==> config.mk <==
export PLATFORM = sky130hd
export DESIGN_NAME = mem_access_stage
export DESIGN_NICKNAME = d
export VERILOG_FILES = /design/src/rtl/mem_access_stage.sv
export SDC_FILE = /design/constraint.sdc
export NUM_CORES = 1
export LEC_CHECK = 0
export CORE_MARGIN = 10
export CORE_UTILIZATION = 24
export CTS_BUF_LIST = sky130_fd_sc_hd__clkbuf_8
export CTS_CLUSTER_DIAMETER = 50
export CTS_CLUSTER_SIZE = 30
export DETAILED_ROUTE_END_ITERATION = 7
export HOLD_SLACK_MARGIN = 0.05
export PLACE_DENSITY = 0.53
export SYNTH_ARGS = -nofsm -noshare
export SYNTH_HDL_FRONTEND = slang
export SYNTH_SLANG_ARGS = --single-unit
==> constraint.sdc <==
create_clock -name clk -period 4.1 [get_ports clk]
set_input_delay 1.025 -clock clk [delete_from_list [all_inputs] [get_ports clk]]
set_output_delay 1.025 -clock clk [all_outputs]
set_load 0.005 [all_outputs]
==> src/rtl/mem_access_stage.sv <==
// MEM stage of the 5-stage MIPS pipeline: performs loads/stores over a req/ack bus
// and hands a registered write-back slot to WB. Non-memory ops pass through in one cycle.
module mem_access_stage #(
   parameter int ALUOP_W = 8,
   parameter int TIMEOUT = 255
) (
   input  logic               clk,
   input  logic               rst,
   input  logic               valid_i,
   input  logic [ALUOP_W-1:0] aluop_i,
   input  logic [4:0]         wd_i,
   input  logic               wreg_i,
   input  logic [31:0]        wdata_i,
   input  logic [31:0]        mem_addr_i,
   input  logic [31:0]        reg2_i,
   output logic               stall_o,
   output logic               bus_req_o,
   output logic               bus_we_o,
   output logic [31:0]        bus_addr_o,
   output logic [3:0]         bus_be_o,
   output logic [31:0]        bus_wdata_o,
   input  logic [31:0]        bus_rdata_i,
   input  logic               bus_ack_i,
   output logic               wb_valid_o,
   output logic [4:0]         wb_wd_o,
   output logic               wb_wreg_o,
   output logic [31:0]        wb_wdata_o,
   output logic               addr_err_o,
   output logic               bus_err_o
);

   localparam logic [ALUOP_W-1:0] OP_LB  = ALUOP_W'(8'b1110_0000);
   localparam logic [ALUOP_W-1:0] OP_LBU = ALUOP_W'(8'b1110_0100);
   localparam logic [ALUOP_W-1:0] OP_LH  = ALUOP_W'(8'b1110_0001);
   localparam logic [ALUOP_W-1:0] OP_LHU = ALUOP_W'(8'b1110_0101);
   localparam logic [ALUOP_W-1:0] OP_LW  = ALUOP_W'(8'b1110_0011);
   localparam logic [ALUOP_W-1:0] OP_SB  = ALUOP_W'(8'b1110_1000);
   localparam logic [ALUOP_W-1:0] OP_SH  = ALUOP_W'(8'b1110_1001);
   localparam logic [ALUOP_W-1:0] OP_SW  = ALUOP_W'(8'b1110_1011);
   localparam logic [7:0] CNT_LAST = 8'(TIMEOUT - 1);

   typedef enum logic {S_IDLE = 1'b0, S_WAIT = 1'b1} state_t;

   state_t      state_q, state_d;
   logic [7:0]  cnt_q, cnt_d;
   logic        load_q, load_d, sext_q, sext_d, half_q, half_d, word_q, word_d;
   logic [1:0]  lane_q, lane_d;
   logic [4:0]  wd_q, wd_d;
   logic        bus_req_q, bus_req_d, bus_we_q, bus_we_d;
   logic [31:0] bus_addr_q, bus_addr_d, bus_wdata_q, bus_wdata_d;
   logic [3:0]  bus_be_q, bus_be_d;
   logic        wb_valid_q, wb_valid_d, wb_wreg_q, wb_wreg_d;
   logic [4:0]  wb_wd_q, wb_wd_d;
   logic [31:0] wb_wdata_q, wb_wdata_d;
   logic        addr_err_q, addr_err_d, bus_err_q, bus_err_d;

   logic        is_load, is_store, is_sext, is_half, is_word, mem_op, misaligned;
   logic        accept_mem, expire;
   logic [3:0]  be_new;
   logic [31:0] wdata_new, load_val;
   logic [7:0]  rd_byte;
   logic [15:0] rd_half;

   always_comb begin
      is_load  = 1'b0;
      is_store = 1'b0;
      is_sext  = 1'b0;
      is_half  = 1'b0;
      is_word  = 1'b0;
      case (aluop_i)
         OP_LB:   begin is_load = 1'b1; is_sext = 1'b1; end
         OP_LBU:  is_load = 1'b1;
         OP_LH:   begin is_load = 1'b1; is_sext = 1'b1; is_half = 1'b1; end
         OP_LHU:  begin is_load = 1'b1; is_half = 1'b1; end
         OP_LW:   begin is_load = 1'b1; is_word = 1'b1; end
         OP_SB:   is_store = 1'b1;
         OP_SH:   begin is_store = 1'b1; is_half = 1'b1; end
         OP_SW:   begin is_store = 1'b1; is_word = 1'b1; end
         default: ;
      endcase
   end

   assign mem_op     = is_load || is_store;
   assign misaligned = (is_half && mem_addr_i[0]) || (is_word && (mem_addr_i[1:0] != 2'b00));
   assign be_new     = is_word ? 4'b1111 :
                       is_half ? (mem_addr_i[1] ? 4'b1100 : 4'b0011) :
                                 (4'b0001 << mem_addr_i[1:0]);
   assign wdata_new  = is_word ? reg2_i :
                       is_half ? {2{reg2_i[15:0]}} : {4{reg2_i[7:0]}};

   assign accept_mem = (state_q == S_IDLE) && valid_i && mem_op && !misaligned;
   // Ack on the expiry cycle takes precedence over the abort.
   assign expire     = (state_q == S_WAIT) && !bus_ack_i && (cnt_q == CNT_LAST);

   assign rd_byte  = 8'(bus_rdata_i >> {lane_q, 3'b000});
   assign rd_half  = lane_q[1] ? bus_rdata_i[31:16] : bus_rdata_i[15:0];
   assign load_val = word_q ? bus_rdata_i :
                     half_q ? {{16{sext_q & rd_half[15]}}, rd_half} :
                              {{24{sext_q & rd_byte[7]}}, rd_byte};

   // State register
   always_ff @(posedge clk) begin
      if (rst) state_q <= S_IDLE;
      else     state_q <= state_d;
   end

   // Next-state logic
   always_comb begin
      state_d = state_q;
      case (state_q)
         S_IDLE:  if (accept_mem) state_d = S_WAIT;
         S_WAIT:  if (bus_ack_i || expire) state_d = S_IDLE;
         default: state_d = S_IDLE;
      endcase
   end

   // Stall also drops on expiry so the aborted slot advances instead of being re-issued.
   always_comb begin
      stall_o = 1'b0;
      case (state_q)
         S_IDLE:  stall_o = accept_mem;
         S_WAIT:  stall_o = !(bus_ack_i || expire);
         default: stall_o = 1'b0;
      endcase
   end

   always_comb begin
      cnt_d       = cnt_q;
      load_d      = load_q;
      sext_d      = sext_q;
      half_d      = half_q;
      word_d      = word_q;
      lane_d      = lane_q;
      wd_d        = wd_q;
      bus_req_d   = bus_req_q;
      bus_we_d    = bus_we_q;
      bus_addr_d  = bus_addr_q;
      bus_be_d    = bus_be_q;
      bus_wdata_d = bus_wdata_q;
      wb_valid_d  = 1'b0;
      wb_wreg_d   = 1'b0;
      wb_wd_d     = wb_wd_q;
      wb_wdata_d  = wb_wdata_q;
      addr_err_d  = 1'b0;
      bus_err_d   = 1'b0;
      case (state_q)
         S_IDLE: begin
            if (valid_i && !mem_op) begin
               wb_valid_d = 1'b1;
               wb_wd_d    = wd_i;
               wb_wreg_d  = wreg_i;
               wb_wdata_d = wdata_i;
            end else if (valid_i && misaligned) begin
               wb_valid_d = 1'b1;
               wb_wd_d    = wd_i;
               wb_wdata_d = '0;
               addr_err_d = 1'b1;
            end else if (accept_mem) begin
               cnt_d       = '0;
               load_d      = is_load;
               sext_d      = is_sext;
               half_d      = is_half;
               word_d      = is_word;
               lane_d      = mem_addr_i[1:0];
               wd_d        = wd_i;
               bus_req_d   = 1'b1;
               bus_we_d    = is_store;
               bus_addr_d  = {mem_addr_i[31:2], 2'b00};
               bus_be_d    = be_new;
               bus_wdata_d = wdata_new;
            end
         end
         S_WAIT: begin
            if (bus_ack_i || expire) begin
               bus_req_d   = 1'b0;
               bus_we_d    = 1'b0;
               bus_addr_d  = '0;
               bus_be_d    = '0;
               bus_wdata_d = '0;
               wb_valid_d  = 1'b1;
               wb_wd_d     = wd_q;
               wb_wreg_d   = bus_ack_i && load_q;
               wb_wdata_d  = (bus_ack_i && load_q) ? load_val : 32'h0;
               bus_err_d   = !bus_ack_i;
            end else begin
               cnt_d = cnt_q + 8'd1;
            end
         end
         default: ;
      endcase
   end

   always_ff @(posedge clk) begin
      if (rst) begin
         cnt_q       <= '0;
         load_q      <= 1'b0;
         sext_q      <= 1'b0;
         half_q      <= 1'b0;
         word_q      <= 1'b0;
         lane_q      <= '0;
         wd_q        <= '0;
         bus_req_q   <= 1'b0;
         bus_we_q    <= 1'b0;
         bus_addr_q  <= '0;
         bus_be_q    <= '0;
         bus_wdata_q <= '0;
         wb_valid_q  <= 1'b0;
         wb_wreg_q   <= 1'b0;
         wb_wd_q     <= '0;
         wb_wdata_q  <= '0;
         addr_err_q  <= 1'b0;
         bus_err_q   <= 1'b0;
      end else begin
         cnt_q       <= cnt_d;
         load_q      <= load_d;
         sext_q      <= sext_d;
         half_q      <= half_d;
         word_q      <= word_d;
         lane_q      <= lane_d;
         wd_q        <= wd_d;
         bus_req_q   <= bus_req_d;
         bus_we_q    <= bus_we_d;
         bus_addr_q  <= bus_addr_d;
         bus_be_q    <= bus_be_d;
         bus_wdata_q <= bus_wdata_d;
         wb_valid_q  <= wb_valid_d;
         wb_wreg_q   <= wb_wreg_d;
         wb_wd_q     <= wb_wd_d;
         wb_wdata_q  <= wb_wdata_d;
         addr_err_q  <= addr_err_d;
         bus_err_q   <= bus_err_d;
      end
   end

   assign bus_req_o   = bus_req_q;
   assign bus_we_o    = bus_we_q;
   assign bus_addr_o  = bus_addr_q;
   assign bus_be_o    = bus_be_q;
   assign bus_wdata_o = bus_wdata_q;
   assign wb_valid_o  = wb_valid_q;
   assign wb_wd_o     = wb_wd_q;
   assign wb_wreg_o   = wb_wreg_q;
   assign wb_wdata_o  = wb_wdata_q;
   assign addr_err_o  = addr_err_q;
   assign bus_err_o   = bus_err_q;

endmodule
==> impl_metrics.prom <==
# TYPE chip_impl_metric gauge
chip_impl_metric{name="die_width",unit="µm"} 176
chip_impl_metric{name="timing.max_slew.rel_slack",unit="%"} 22.1
chip_impl_info{name="source_of_the_worst_hold_timing_path",value="wb_wdata_o[30]"} 1
chip_impl_metric{name="floorplan.core_area",unit="mm²"} 0.0237
chip_impl_metric{name="synth-edff-count",unit=""} 0
chip_impl_metric{name="syn_avg_cell_area",unit="µm²"} 9.44
chip_impl_metric{name="drt-vias-per-instance",unit=""} 4.89
chip_impl_metric{name="r2r_cells",unit=""} 5
chip_impl_metric{name="vdd.ir_drop.worst",unit="µV"} 123
chip_impl_metric{name="gp_congestion",unit=""} 0.805
chip_impl_metric{name="num_vias",unit=""} 5822
chip_impl_info{name="min-delay-path-class",value="reg2reg"} 1
chip_impl_metric{name="pin_count_of_the_biggest_net_entering_global_routing",unit=""} 46
chip_impl_info{name="yosys_most_used_dff",value="dfxtp_1"} 1
chip_impl_metric{name="detail_route.first_pass.iterations",unit=""} 4
chip_impl_metric{name="synth_largest_type_area_fraction",unit="%"} 44.4
chip_impl_metric{name="postSynthRegisterBits",unit=""} 129
chip_impl_metric{name="hpwlAfterDp",unit="mm"} 18.1
chip_impl_metric{name="cts_max_path_buffers",unit=""} 2
chip_impl_metric{name="clkSinkCount",unit=""} 129
chip_impl_metric{name="p_int",unit="mW"} 2.03
chip_impl_metric{name="hold_ws",unit="ns"} 0.470
chip_impl_metric{name="min_path_cells",unit=""} 2
chip_impl_metric{name="worst-path-max-fanout",unit=""} 8
chip_impl_metric{name="post_cts_buffers",unit=""} 0
chip_impl_metric{name="cts.htree.levels",unit=""} 4
chip_impl_metric{name="first_pass_grt_wire_length",unit="mm"} 35.6
chip_impl_metric{name="yosys_warnings",unit=""} 0
chip_impl_metric{name="clk_latency",unit="ns"} 0.45
chip_impl_metric{name="std_cell_rows",unit=""} 56
chip_impl_metric{name="drv_slew",unit=""} 0
chip_impl_metric{name="final_antenna_net_count",unit=""} 0
chip_impl_metric{name="route.detailed.drc",unit=""} 0
chip_impl_metric{name="power.share.sequential",unit="%"} 46.8
chip_impl_info{name="hold_crit_endpoint",value="wb_wdata_o[30]"} 1
chip_impl_metric{name="area_growth_syn_to_fin",unit="%"} 55.2
chip_impl_metric{name="grt_overflow_total",unit=""} 0
chip_impl_metric{name="post_synthesis_cell_area",unit="mm²"} 0.00582
chip_impl_metric{name="accumulated_negative_setup_slack",unit="ns"} 0
chip_impl_metric{name="antenna_found_initial",unit=""} 2
chip_impl_metric{name="buffer_ports.inserted",unit=""} 255
chip_impl_metric{name="finalHoldViolations",unit=""} 0
chip_impl_info{name="crit_path_start_kind",value="input port"} 1
chip_impl_info{name="tritoncts_clock_tree",value="yes"} 1
chip_impl_metric{name="timing.fmax",unit="MHz"} 258
chip_impl_metric{name="postLayoutCoreUtil",unit="%"} 38.1
chip_impl_metric{name="crit_required",unit="ns"} 3.07
chip_impl_metric{name="period_minus_slack",unit="ns"} 3.88
chip_impl_metric{name="clock_power_share",unit="%"} 39.7
chip_impl_info{name="cts_root_buffer",value="clkbuf_8"} 1
chip_impl_info{name="synth_commonest_cells",value="129 x dfxtp_1, 56 x a21oi_1, 55 x nor2_1, 45 x a22o_1, 45 x mux2i_1"} 1
chip_impl_metric{name="final_nets",unit=""} 1004
chip_impl_info{name="rr_startpoint",value="lane_q[1]"} 1
chip_impl_info{name="synthMostInstantiatedCell",value="dfxtp_1"} 1
chip_impl_metric{name="drtIter0Drc",unit=""} 285
chip_impl_metric{name="timing.reg2reg.setup_slack",unit="ns"} 1.55
chip_impl_metric{name="power.switching_fraction",unit="%"} 26.9
chip_impl_metric{name="io-pin-count",unit=""} 258
chip_impl_metric{name="synth_seq_area_share",unit="%"} 44.4
chip_impl_metric{name="number_of_global_route_vias_before_repair",unit=""} 5671
chip_impl_metric{name="total_switching_power",unit="µW"} 746
chip_impl_info{name="grt_setup_unrepaired",value="no"} 1
chip_impl_metric{name="fillers",unit=""} 2457
chip_impl_metric{name="cts_hold_repair.buffers",unit=""} 0
chip_impl_metric{name="cts_resized",unit=""} 0
chip_impl_info{name="timing.critical_path.to_type",value="output port"} 1
chip_impl_info{name="critical_path_class",value="in2out"} 1
chip_impl_metric{name="wl_per_cell",unit="µm"} 20.3
chip_impl_metric{name="area_occupied_by_multi_input_gates",unit="mm²"} 0.00292
chip_impl_metric{name="die_h",unit="µm"} 176
chip_impl_metric{name="clk_pin_slew_worst_paths",unit="ns"} 0.08
chip_impl_metric{name="floorplan.initialDensity",unit="%"} 24.6
chip_impl_metric{name="leakage",unit="nW"} 3.38
chip_impl_metric{name="layout_worst_path_cycle_share",unit="%"} 94.6
chip_impl_info{name="netlist_top_cells_area",value="dfxtp_1 44%, mux2i_1 7.7%, a22o_1 6.8%"} 1
chip_impl_info{name="synth_area_leader_cell",value="dfxtp_1"} 1
chip_impl_metric{name="worst_margin_slew",unit="ns"} 1.17
chip_impl_metric{name="setup-violations-final",unit=""} 0
chip_impl_info{name="cp-startpoint",value="aluop_i[2]"} 1
chip_impl_info{name="rr_endpoint",value="wb_wdata_o[31]"} 1
chip_impl_metric{name="synth.distinct_cells",unit=""} 57
chip_impl_metric{name="maxCapViolCount",unit=""} 0
chip_impl_metric{name="async_reset_ff_share",unit="%"} 0
chip_impl_metric{name="finClkSkew",unit="ns"} 0.0236
chip_impl_metric{name="detailed_route_wire_length",unit="mm"} 24.1
chip_impl_metric{name="final-seq-area",unit="mm²"} 0.00258
chip_impl_metric{name="ratio_of_total_power_to_cell_area",unit="mW/mm²"} 307
chip_impl_metric{name="die_ar",unit="mm²"} 0.0309
chip_impl_metric{name="netlist_instances",unit=""} 616
chip_impl_info{name="run_status",value="complete, no violations"} 1
chip_impl_metric{name="track_usage",unit="%"} 14.9
chip_impl_metric{name="combPwrFrac",unit="%"} 13.6
chip_impl_metric{name="numCtsBuffers",unit=""} 17
chip_impl_metric{name="final_layout_size_suffix_gt1_share",unit="%"} 8.63
chip_impl_metric{name="worstPathArrival",unit="ns"} 2.85
==> critical path, stage by stage <==
cell             delay, ns
clkdlybuf4s50_1       0.53
a21o_1                0.29
a211oi_2              0.25
a21oi_1               0.12
inv_1                 0.12
clkdlybuf4s50_1       0.52
==> state kept, by name, indices dropped and copies added, names as in the netlist, 2 cells and up <==
signal	cells
bus_addr_o	30
bus_be_o	4
bus_wdata_o	32
cnt_q	8
lane_q	2
wb_wd_o	5
wb_wdata_o	32
wd_q	5
==> metal layers <==
layer | track usage, % | vias up | wire, µm
met2 | 23.7 | 200 | 11400
li1 | - | 2835 | -
met3 | 4.68 | 21 | 1690
met4 | 5.23 | 0 | 445
met5 | 0 | - | 0
met1 | 18.6 | 2766 | 10600
==> power by group through the flow <==
stage	clock (mW)	combinational (mW)	sequential (mW)
final	1.10	0.376	1.30
after global routing	1.19	0.405	1.30
after CTS	1.15	0.380	1.30
after detailed placement	0	0.378	1.33
after global placement	0	0.379	1.33
after floorplan	0	0.119	1.33
==> worst max-delay path by stage <==
stage | endpoint | slack [ns] | cells after the start
4_1_cts | stall_o | 0.22 | 6
3_3_place_gp | stall_o | 0.23 | 6
5_1_grt | stall_o | 0.09 | 6
2_1_floorplan | stall_o | 1.07 | 5
6_report | stall_o | 0.22 | 6
3_5_place_dp | stall_o | 0.23 | 6
==> cell families after synthesis <==
logic type                 share of synthesized area [%]
AOI/OAI and AO/OA                                   29.1
buffers and inverters                               5.51
other                                             0.0645
DFF                                                 44.4
adders and majority gates                          0.430
muxes                                               7.75
and+or+nand+nor                                     12.7
==> cells in the final DEF (no fill, tap or decap), types with 3 or more instances in the layout <==
cell	Yosys	routed
nor2_1	55	54
buf_4	3	22
nor3_1	5	5
a31o_2	7	7
a22o_1	45	45
a32oi_1	7	7
a31oi_1	10	10
o21ai_0	18	18
a221oi_1	16	16
dfxtp_1	129	129
inv_6	0	5
nand2b_1	4	4
or2_2	4	4
a2bb2oi_1	8	8
nor3b_1	7	7
clkdlybuf4s50_1	0	254
nand3_1	32	32
o31ai_1	7	7
a32o_1	15	15
clkinv_4	0	3
clkbuf_8	0	19
mux2i_1	45	45
a21oi_1	56	56
o311a_1	5	5
o211ai_1	3	3
nand2_1	27	27
inv_1	6	6
nor2b_1	3	3
o221ai_1	7	7
==> layout make-up <==
class | instances | share of cell area (%)
clock inverters | 13 | 1.39
diodes | 2 | 0.0554
multi-input cells | 425 | 32.3
well taps | 319 | 4.42
clock buffers | 19 | 2.90
flip-flops and latches | 129 | 28.6
inverters | 6 | 0.249
repair buffers | 277 | 30.0
==> through the flow <==
step	cells	instance area (µm²)	total power [mW]	worst slack [ns]
after floorplan	617	5820	1.45	1.07
after global placement	1156	8640	1.70	0.233
final	1190	9030	2.77	0.223
after global routing	1188	9020	2.90	0.0917
after CTS	1188	9020	2.83	0.218
after detailed placement	1156	8640	1.70	0.227
No activity file was read; power rests on OpenSTA's default activity.
